==> src/rtl/fifo_rd_sched_pkg.sv <==
// Shared definitions for the async-FIFO read-domain scheduler.
package fifo_rd_sched_pkg;

  localparam int ADDRSIZE = 4;  // FIFO address width
  localparam int DATASIZE = 8;  // FIFO word width
  localparam int BLW      = 3;  // burst-length field width

  typedef enum logic {
    IDLE  = 1'b0,
    BURST = 1'b1
  } rsched_state_t;

  // Decode a burst-length field into a word count; 0 stands for 2^BLW.
  function automatic logic [BLW:0] burst_words(input logic [BLW-1:0] len_field);
    return (len_field == '0) ? {1'b1, {BLW{1'b0}}} : {1'b0, len_field};
  endfunction

endpackage

==> src/rtl/fifo_rd_sched_rr_pick.sv <==
// Combinational round-robin select: first set request after rr_ptr_i, modulo NREQ.
module rr_pick #(
  parameter int NREQ = 2,
  parameter int PW   = (NREQ > 1) ? $clog2(NREQ) : 1
) (
  input  logic [NREQ-1:0] req_i,
  input  logic [PW-1:0]   rr_ptr_i,
  output logic [PW-1:0]   pick_o,
  output logic            any_o
);

  logic          found;
  logic [PW-1:0] idx;

  // Walk the requests starting one past the last served consumer.
  always_comb begin
    pick_o = '0;
    found  = 1'b0;
    idx    = '0;
    for (int i = 1; i <= NREQ; i++) begin
      idx = PW'((int'(rr_ptr_i) + i) % NREQ);
      if (!found && req_i[idx]) begin
        found  = 1'b1;
        pick_o = idx;
      end
    end
    any_o = |req_i;
  end

endmodule

==> src/rtl/fifo_rd_sched.sv <==
// Read-domain scheduler: round-robin grant of the single FIFO read port to
// NREQ consumers, bounded bursts, stall on empty/backpressure, abort on req drop.
module fifo_rd_sched
  import fifo_rd_sched_pkg::*;
#(
  parameter int NREQ = 2
) (
  input  logic                 rclk,
  input  logic                 rrst,
  input  logic [NREQ-1:0]      req,
  input  logic [NREQ*BLW-1:0]  len,
  input  logic [NREQ-1:0]      rd_ready,
  input  logic                 rempty,
  input  logic [DATASIZE-1:0]  rdata,
  output logic                 rinc,
  output logic [NREQ-1:0]      gnt,
  output logic                 rd_valid,
  output logic [DATASIZE-1:0]  rd_data,
  output logic                 rd_last,
  output logic                 busy
);

  localparam int PW = (NREQ > 1) ? $clog2(NREQ) : 1;

  rsched_state_t   state_q, state_d;
  logic [NREQ-1:0] gnt_q, gnt_d;
  logic [BLW:0]    cnt_q, cnt_d;
  logic [PW-1:0]   rr_ptr_q, rr_ptr_d;
  logic [PW-1:0]   gidx_q, gidx_d;   // index form of gnt_q, for rr_ptr update

  logic [PW-1:0]   pick;
  logic            any_req;
  logic [BLW-1:0]  len_sel;
  logic            req_g;
  logic            ready_g;

  rr_pick #(
    .NREQ (NREQ),
    .PW   (PW)
  ) u_rr_pick (
    .req_i    (req),
    .rr_ptr_i (rr_ptr_q),
    .pick_o   (pick),
    .any_o    (any_req)
  );

  // Handshake of the granted consumer only; gnt_q is zero outside a burst.
  assign req_g    = |(req & gnt_q);
  assign ready_g  = |(rd_ready & gnt_q);

  assign busy     = (state_q == BURST);
  assign rd_valid = busy && !rempty && req_g;
  assign rinc     = rd_valid && ready_g;
  assign rd_last  = rd_valid && (cnt_q == (BLW+1)'(1));
  assign rd_data  = rdata;
  assign gnt      = gnt_q;

  // Next-state logic: grant in IDLE, count down/abort in BURST.
  always_comb begin
    // NOTE: every variable is assigned a default first; a path that left one unassigned would infer a latch.
    state_d  = state_q;
    gnt_d    = gnt_q;
    cnt_d    = cnt_q;
    rr_ptr_d = rr_ptr_q;
    gidx_d   = gidx_q;
    len_sel  = '0;
    for (int i = 0; i < NREQ; i++) begin
      if (pick == PW'(i)) len_sel = len[i*BLW +: BLW];
    end

    case (state_q)
      IDLE: begin
        if (any_req) begin
          state_d = BURST;
          gnt_d   = NREQ'(1) << pick;
          gidx_d  = pick;
          cnt_d   = burst_words(len_sel);
        end
      end
      BURST: begin
        if (!req_g) begin
          state_d  = IDLE;
          gnt_d    = '0;
          rr_ptr_d = gidx_q;
        end else if (rinc) begin
          cnt_d = cnt_q - (BLW+1)'(1);
          if (cnt_q == (BLW+1)'(1)) begin
            state_d  = IDLE;
            gnt_d    = '0;
            rr_ptr_d = gidx_q;
          end
        end
      end
      default: state_d = IDLE;
    endcase
  end

  // State registers; reset leaves consumer 0 with first priority.
  always_ff @(posedge rclk or posedge rrst) begin
    if (rrst) begin
      state_q  <= IDLE;
      gnt_q    <= '0;
      cnt_q    <= '0;
      rr_ptr_q <= PW'(NREQ - 1);
      gidx_q   <= '0;
    end else begin
      // NOTE: non-blocking assignments so every register samples pre-edge values, independent of statement order.
      state_q  <= state_d;
      gnt_q    <= gnt_d;
      cnt_q    <= cnt_d;
      rr_ptr_q <= rr_ptr_d;
      gidx_q   <= gidx_d;
    end
  end

endmodule

==> config.mk <==
export PLATFORM = sky130hd
export DESIGN_NAME = fifo_rd_sched
export DESIGN_NICKNAME = d
export VERILOG_FILES = /design/src/rtl/fifo_rd_sched_pkg.sv /design/src/rtl/fifo_rd_sched_rr_pick.sv /design/src/rtl/fifo_rd_sched.sv
export SDC_FILE = /design/constraint.sdc
export NUM_CORES = 1
export LEC_CHECK = 0
export ABC_AREA = 1
export CAP_MARGIN = 40
export CORE_MARGIN = 1
export CORE_UTILIZATION = 25
export CTS_CLUSTER_SIZE = 24
export DETAILED_ROUTE_END_ITERATION = 8
export PLACE_DENSITY = 0.64
export SLEW_MARGIN = 20
export SYNTH_ARGS = -nofsm -noshare
export SYNTH_HDL_FRONTEND = slang
export SYNTH_SLANG_ARGS = --single-unit
==> constraint.sdc <==
create_clock -name rclk -period 1.3 [get_ports rclk]
set_input_delay 0.26 -clock rclk [delete_from_list [all_inputs] [get_ports rclk]]
set_output_delay 0.26 -clock rclk [all_outputs]
set_load 0.02 [all_outputs]
Yosys cells after proc, flatten, opt, wreduce, memory -nomap -nowiden
Index checks and enable logic that the tools add are counted. W data, S select, Z words.

Register bits after elaboration: 9. Input bits: 21. Output and inout bits: 14. Logic and storage cells: 63.

$add $sub $neg: 3. Order comparisons: 2. Equal/unequal tests: 8. Shifts and indexed selects: 1. Multiplexer cells: 26. Bitwise operators: 3. Reductions and logical operators: 15.

Operators by type and width (number): $mux W4 (4); $mux W1 (14); $reduce_and A3 Y1 (3); $mux W2 (4); $pmux W4 S2 (1); $ne A2 B2 Y1 const B (3); $reduce_or A2 Y1 (3); $logic_and A1 B1 Y1 (5); $and A2 B2 Y2 (2); $eq A4 B1 Y1 const B (1); $lt A1 B2 Y1 const B (2); $ne A2 B1 Y1 const B (2); $pmux W2 S2 (1); $sub A4 B1 Y4 const B (1); $logic_not A3 Y1 (1); $mux W3 (1); $ne A3 B2 Y1 const B (1); $ne A3 B3 Y1 const B (1); $add A1 B1 Y1 const B (2); $logic_not A1 Y1 (2); $pmux W1 S2 (1); $reduce_and A2 Y1 (1); $shl A1 B1 Y2 const A (1); $not A1 Y1 (1).

Longest topological paths before layout
Gate-level depths: netlist (run 1).

Depth in word-level cells: 12. Mapped depth: 9. Depth with buffers taken out: 9.

Modules after synthesis
From an unflattened synthesis (run 1), not the netlist that was laid out.

Cell total of the unflattened synthesis: 104. Area, all modules: 730.7 µm².

Modules (own cells, without submodules): fifo_rd_sched (times used 1, cells each 101, area an instance 715.7 µm², sequential area each 226.5 µm²); rr_pick (times used 1, cells each 3, area an instance 15.0 µm², sequential area each 0.0 µm²).

Worst setup path after synthesis (run 1)
OpenSTA, ideal clock, no wires.

Path type: reg-to-output. From: register state_q (netlist: busy). To: output port rd_last. Data arrival time: 1.117 ns. Slack: -0.077 ns. Cell stages (with the launch flop): 6. Path buffers: 1. Cells stage by stage: dfrtp_1 -> buf_6 -> inv_6 -> nor2_8 -> nand2_1 -> nor2_1.

Word-level cells in the longest chain between the ends: 3.

RTL lines: from (decl) (RTL line fifo_rd_sched.sv:25) `rsched_state_t state_q, state_d;`; from (signal assigned) (RTL line fifo_rd_sched.sv:108) `state_q <= state_d;`; $logic_and A1 B1 Y1 (2 in series) (RTL line fifo_rd_sched.sv:52) `assign rd_valid = busy && !rempty && req_g;`; $logic_and A1 B1 Y1 (RTL line fifo_rd_sched.sv:54) `assign rd_last = rd_valid && (cnt_q == (BLW+1)'(1));`; to (decl) (RTL line fifo_rd_sched.sv:19) `output logic rd_last,`.

Every way passes these cells.

Worst setup path after layout (run 1)
Ends and elaborated chain as after synthesis.

==> metrics.md, run 1 <==
| Metric | Value |
|---|---|
| Post-synthesis cell type count | 21 |
| RSZ-0062 raised after global routing | yes |
| Worst VDD drop | 0.000710 V |
| Slowest CP cell | dfrtp_1 |
| Initial cell density of the core | 27.1% |
| Fillers | 289 |
| CTS H-tree lvls | 1 |
| Port Buffers | 18 |
| F_max | 710 MHz |
| CTS Hold Bufs | 0 |
| First-pass GRT wire length | 3060 microns |
| Final Cell Area | 0.00112 sq mm |
| CTS root buf | clkbuf_4 |
| Nets | 160 |
| HP Class | input port to asynchronous set/reset pin |
| Avg Inst Size Synth | 7.31 sq um |
| Worst Path Required | 1.04 ns |
| Violated checks | DRC, setup timing |
| Crit path DAT | 1.15 ns |
| Dpl hpwl | 1330 microns |
| Critical Path Sink Type | output pin |
| Final cycle utilization of the critical path | 108% |
| Avg WL per Cell | 10.6 microns |
| Share of post-route cells with drive strength above 1 | 40.4% |
| Synth Register Bits | 9 |
| Slew @ Worst Pin | 0.366 ns |
| Max-cap violations | 0 |
| GP Congestion | 0.825 |
| WHS | 0.264 ns |
| Die Y | 57.7 microns |
| Slowest cell delay on critical path | 0.36 ns |
| Sequential cell area fraction in the yosys report | 29.2% |
| Post-Syn Area | 774 sq um |
| Post-Syn Instances | 106 |
| Tot GR Track Use | 11.9% |
| Vias | 726 |
| DR DRC count | 3 |
| Largest net degree at the start of global routing | 11 |
| Clk sinks | 9 |
| Setup ws final | -0.109 ns |
| Num ports | 35 |
| CP startpoint kind | register |
| Number of global-route vias before repair | 726 |
| CP Class | register to output pin |
| Final Hold Fails | 0 |
| Insertion delay to the later sink of the worst-skew pair | 0.26 ns |
| Pleak | 0.584 nW |
| Die Footprint | 0.00332 sq mm |
| Max clock buf depth | 2 |
| Finished Layout Cells | 167 |
| DP Area | 0.00101 sq mm |
| Vias per cell | 4.35 |
| Bufs and invs on worst path | 3 |
| Reg clk slew, reported paths | 0.06 ns |
| Commonest non-fill, non-tap cells in the layout | 28 x nand2_1, 16 x buf_4, 10 x inv_1, 9 x nand3_1 |
| Place WS | -0.637 ns |
| Crit path max-delay family | flip-flops |
| Crit Path Max Fanout | 2 |
| Setup violators final | 3 |
| Initial DRC Count | 13 |
| Worst Clk Skew | 0.00329 ns |
| CTS tree | done |
| TritonCTS Buffers | 3 |
| Die width | 57.7 microns |
| Syn Nets | 129 |
| Outcome | finished, violations left |
| Area Overhead vs Synth | 44.4% |
| Row count | 19 |
| Cell area power density | 2070 mW/mm^2 |
| Syn. warnings | 0 |
| Commonest non-fill, non-tap cell in the layout | nand2_1 |
| Post-layout minimum cycle time | 1.41 ns |
| Post-Route WL | 1770 microns |
| Critical Path, Cell by Cell | buf_6, inv_6, nor2_8, nand2_4, nor2_2, buf_6 |
| Core area | 0.00285 sq mm |
| N_diodes | 0 |
| Cell mode on critical path | buf_6 |
| DP Cell Count | 158 |
| Initial antenna violation count | 0 |
| Max-slew headroom | 75.6% |
| Post-detailed-route count of antenna-violating nets | 0 |
| Drt pass-1 iters | 6 |
| Final Max Slew Viols | 0 |
| Overflow after GRT | 0 |
==> layer usage <==
metal	track usage (%)	vias up	part of all wire [%]
li1	-	380	-
met1	15.1	322	43
met2	18.6	20	50
met3	1.79	4	4.4
met4	8.16	0	2.0
met5	0	-	0
==> what timing repair did <==
action | in CTS | in global routing
resized for setup | 36 | 13
setup endpoints to repair | 6 | 10
pin swaps | 9 | 6
buffers inserted | 2 | 4
==> final timing paths <==
kind	from	to	slack, ns	depth (start not counted)
worst max register to register	busy	cnt_q[2]	0.02	8
worst min register to register	rr_ptr_q	rr_ptr_q	0.49	2
max in group asynchronous	rrst	rr_ptr_q	0.73	2
worst max-delay path	busy	rd_last	-0.11	6
min in group rclk	rr_ptr_q	rr_ptr_q	0.49	2
worst min-delay path	rrst	cnt_q[3]	0.26	2
==> logic make-up after synthesis <==
kind of cell | count (synthesis) | synth area share, %
buf+inv | 24 | 18.1
xor+xnor | 1 | 1.13
flops | 9 | 29.2
simple gates | 64 | 43.0
compound gates | 6 | 5.33
fa+ha+maj | 2 | 3.23
==> flip-flops by register name, summed over array words and instances (netlist names) <==
name and flops:
rr_ptr_q 1, cnt_q 4, gidx_q 1, gnt 2, busy 1
==> through the flow <==
| step | setup TNS, ns | power [mW] | util [%] |
|---|---|---|---|
| after global routing | -0.612 | 2.53 | 39.2 |
| after floorplan | 0 | 1.44 | - |
| final | -0.230 | 2.32 | 39.2 |
| after detailed placement | -3.81 | 1.88 | 35.4 |
| after CTS | -0.338 | 2.18 | 37.1 |
| after global placement | -3.60 | 1.83 | 35.4 |
==> Yosys cell counts <==
library cell	number	share of area [%]
o21ai_2	3	3.4
inv_6	1	1.1
nand2_4	3	4.4
nand3_4	1	2.3
buf_4	8	7.8
xor2_1	1	1.1
dfstp_2	1	3.4
inv_1	13	6.3
nand3b_1	1	0.97
ha_1	2	3.2
nand3_2	1	1.3
nor2_8	1	2.6
nand4_1	2	1.6
nor2_1	8	3.9
buf_6	2	2.9
nand2_1	32	16
nand2_2	5	4.0
o21ai_1	2	1.3
nand3_1	10	6.5
o21ai_0	1	0.65
dfrtp_1	8	26
==> worst register-to-register path, delay by kind of cell (launching register included) <==
family,cells,cell delay (ns)
compound gates,1,0.05
buf+inv,5,0.55
flops,1,0.38
simple gates,2,0.21
==> where the power goes <==
| part | internal, mW | total [mW] | switching [mW] |
|---|---|---|---|
| Clock | 0.119 | 0.223 | 0.104 |
| Sequential | 0.433 | 0.544 | 0.111 |
| Combinational | 0.699 | 1.55 | 0.851 |
| Total | 1.25 | 2.32 | 1.07 |
==> final cells by class <==
type / count / area [sq um] / area share (%)
multi-input cells: 73 / 463 / 41.4
repair buffers: 36 / 307 / 27.4
flip-flops and latches: 9 / 226 / 20.2
inverters: 14 / 57.6 / 5.15
well taps: 31 / 38.8 / 3.47
clock buffers: 4 / 26.3 / 2.35
No activity file was read; power rests on OpenSTA's default activity.
==> run 2, diff against run 1 <==
--- a/config.mk
+++ b/config.mk
@@ -9,6 +9,7 @@
 export CAP_MARGIN = 40
 export CORE_MARGIN = 1
 export CORE_UTILIZATION = 25
+export CTS_BUF_LIST = sky130_fd_sc_hd__clkbuf_8
 export CTS_CLUSTER_SIZE = 24
 export DETAILED_ROUTE_END_ITERATION = 8
 export PLACE_DENSITY = 0.64
==> run 2 against run 1 <==
Effect of this change:
- the run still ends with DRC, setup timing left
- register-to-register slack gained 0.03 ns
- global-route usage is essentially flat
- count of clock-buffer cells in the layout shrank 1
- sequential cell count unchanged
==> metrics.md, run 2 (same netlist as run 1, synthesis figures left out) <==
| Metric | Value |
|---|---|
| Outcome | finished, violations left |
| Violated checks | DRC, setup timing |
| DP Area | 0.00101 sq mm |
| Final setup TNS | -0.258 ns |
| Critical Path Sink Type | output pin |
| Crit Path Max Fanout | 2 |
| Place WS | -0.637 ns |
| DP Cell Count | 158 |
| Finished Layout Cells | 166 |
| Port Buffers | 18 |
| Overflow after GRT | 0 |
| Cell area power density | 2130 mW/mm^2 |
| Drt pass-1 iters | 6 |
| Pleak | 0.619 nW |
| Max-slew headroom | 76.1% |
| N_diodes | 0 |
| Crit path DAT | 1.13 ns |
| Multi-input logic area | 475 sq um |
| F_max | 717 MHz |
| Die Footprint | 0.00332 sq mm |
| Worst Clk Skew | 0.00283 ns |
| Commonest non-fill, non-tap cell in the layout | nand2_1 |
| Max clock buf depth | 2 |
| Final cycle utilization of the critical path | 107% |
| Final Hold Fails | 0 |
| GP Congestion | 0.825 |
| Worst VDD drop | 0.000660 V |
| Initial antenna violation count | 0 |
| Worst Path Required | 1.04 ns |
| First-pass GRT wire length | 3060 microns |
| Max-cap violations | 0 |
| Initial DRC Count | 9 |
| Setup ws final | -0.0943 ns |
| Post-layout minimum cycle time | 1.39 ns |
| Row count | 19 |
| Post-detailed-route count of antenna-violating nets | 0 |
| Max reg flops | 4 |
| Tot GR Track Use | 11.8% |
| Largest net degree at the start of global routing | 10 |
| Share of post-route cells with drive strength above 1 | 39.3% |
| Total power | 2.45 mW |
| Largest register by flop count | cnt_q |
| CTS H-tree lvls | 1 |
| Vias | 730 |
| DR DRC count | 3 |
| Nets | 159 |
| Number of global-route vias before repair | 723 |
| Setup violators final | 3 |
| Num ports | 35 |
| Post-Route WL | 1730 microns |
| Vias per cell | 4.40 |
| Area Overhead vs Synth | 48.8% |
| Final Max Slew Viols | 0 |
| Commonest non-fill, non-tap cells in the layout | 27 x nand2_1, 13 x buf_4, 12 x inv_1, 9 x nand3_1, 8 x dfrtp_1 |
| Core area | 0.00285 sq mm |
| CTS tree | done |
| Die width | 57.7 microns |
| Dpl hpwl | 1330 microns |
| Die Y | 57.7 microns |
| Fillers | 290 |
| Insertion delay to the later sink of the worst-skew pair | 0.23 ns |
| CTS root buf | clkbuf_8 |
| CP Class | register to output pin |
| RSZ-0062 raised after global routing | yes |
| Avg WL per Cell | 10.4 microns |
| Clk sinks | 9 |
| TritonCTS Buffers | 3 |
| FF/Latch Area | 226 sq um |
| CP startpoint kind | register |
| Slew @ Worst Pin | 0.358 ns |
| Final Cell Area | 0.00115 sq mm |
| HP Class | input port to asynchronous set/reset pin |
| Reg clk slew, reported paths | 0.05 ns |
| Initial cell density of the core | 27.1% |
-- run 2: changes by cell type in the layout (fill, tap and decap cells not counted), moves of 2 or more --
cell	previous run	this run
buf_4	16	13
clkbuf_4	3	0
clkbuf_8	0	3
nand2_4	4	7
buf_6	5	7
dlygate4sd2_1	4	6
inv_1	10	12
nand2_2	8	6
-- run 2: metal layers --
metal | vias up | part of all wire [%] | global-route usage [%]
li1 | 379 | - | -
met1 | 319 | 44 | 15.0
met2 | 25 | 47 | 19.1
met3 | 7 | 5.2 | 1.56
met4 | 0 | 3.9 | 7.48
met5 | - | 0 | 0
-- run 2: path summary, 6_finish.rpt --
check                           slack (ns)       end  cells after the start     start
worst min register to register        0.48    gidx_q                      2    gidx_q
worst max register to register        0.05  cnt_q[3]                      9    gnt[0]
worst min-delay path                  0.30  cnt_q[3]                      2      rrst
worst max-delay path                 -0.09   rd_last                      5  cnt_q[1]
min in group rclk                     0.48    gidx_q                      2    gidx_q
max in group asynchronous             0.70  rr_ptr_q                      2      rrst
-- run 2: through the flow --
stage               hold slack [ns]  util, %
global route                  0.351     40.4
floorplan                    0.0872        -
detailed placement            0.466     35.4
finish                        0.295     40.4
global placement              0.461     35.4
CTS                           0.308     37.6
-- run 2: repair_timing --
action | 4_1_cts | 5_1_grt
hold buffers | 0 | 0
endpoints found under the setup margin | 7 | 9
setup buffers | 2 | 3
resized for setup | 34 | 18
pin swaps | 4 | 4
-- run 2: critical path, cell delays in order, from the launching register on --
cell	delay (ns)
dfrtp_1	0.38
inv_2	0.07
ha_2	0.18
nand2_4	0.07
nor2_4	0.09
buf_6	0.11
-- run 2: final cells by class --
| cell class | count | share of cell area (%) |
|---|---|---|
| multi-input cells | 73 | 41.3 |
| inverters | 14 | 4.99 |
| clock inverters | 1 | 0.326 |
| clock buffers | 3 | 3.58 |
| well taps | 31 | 3.37 |
| flip-flops and latches | 9 | 19.7 |
| repair buffers | 35 | 26.8 |
-- run 2: report_power, final --
| part | leakage, nW | internal, mW | switching (mW) |
|---|---|---|---|
| logic | 0.485 | 0.722 | 0.855 |
| clock network | 0.0269 | 0.206 | 0.117 |
| registers | 0.107 | 0.435 | 0.116 |
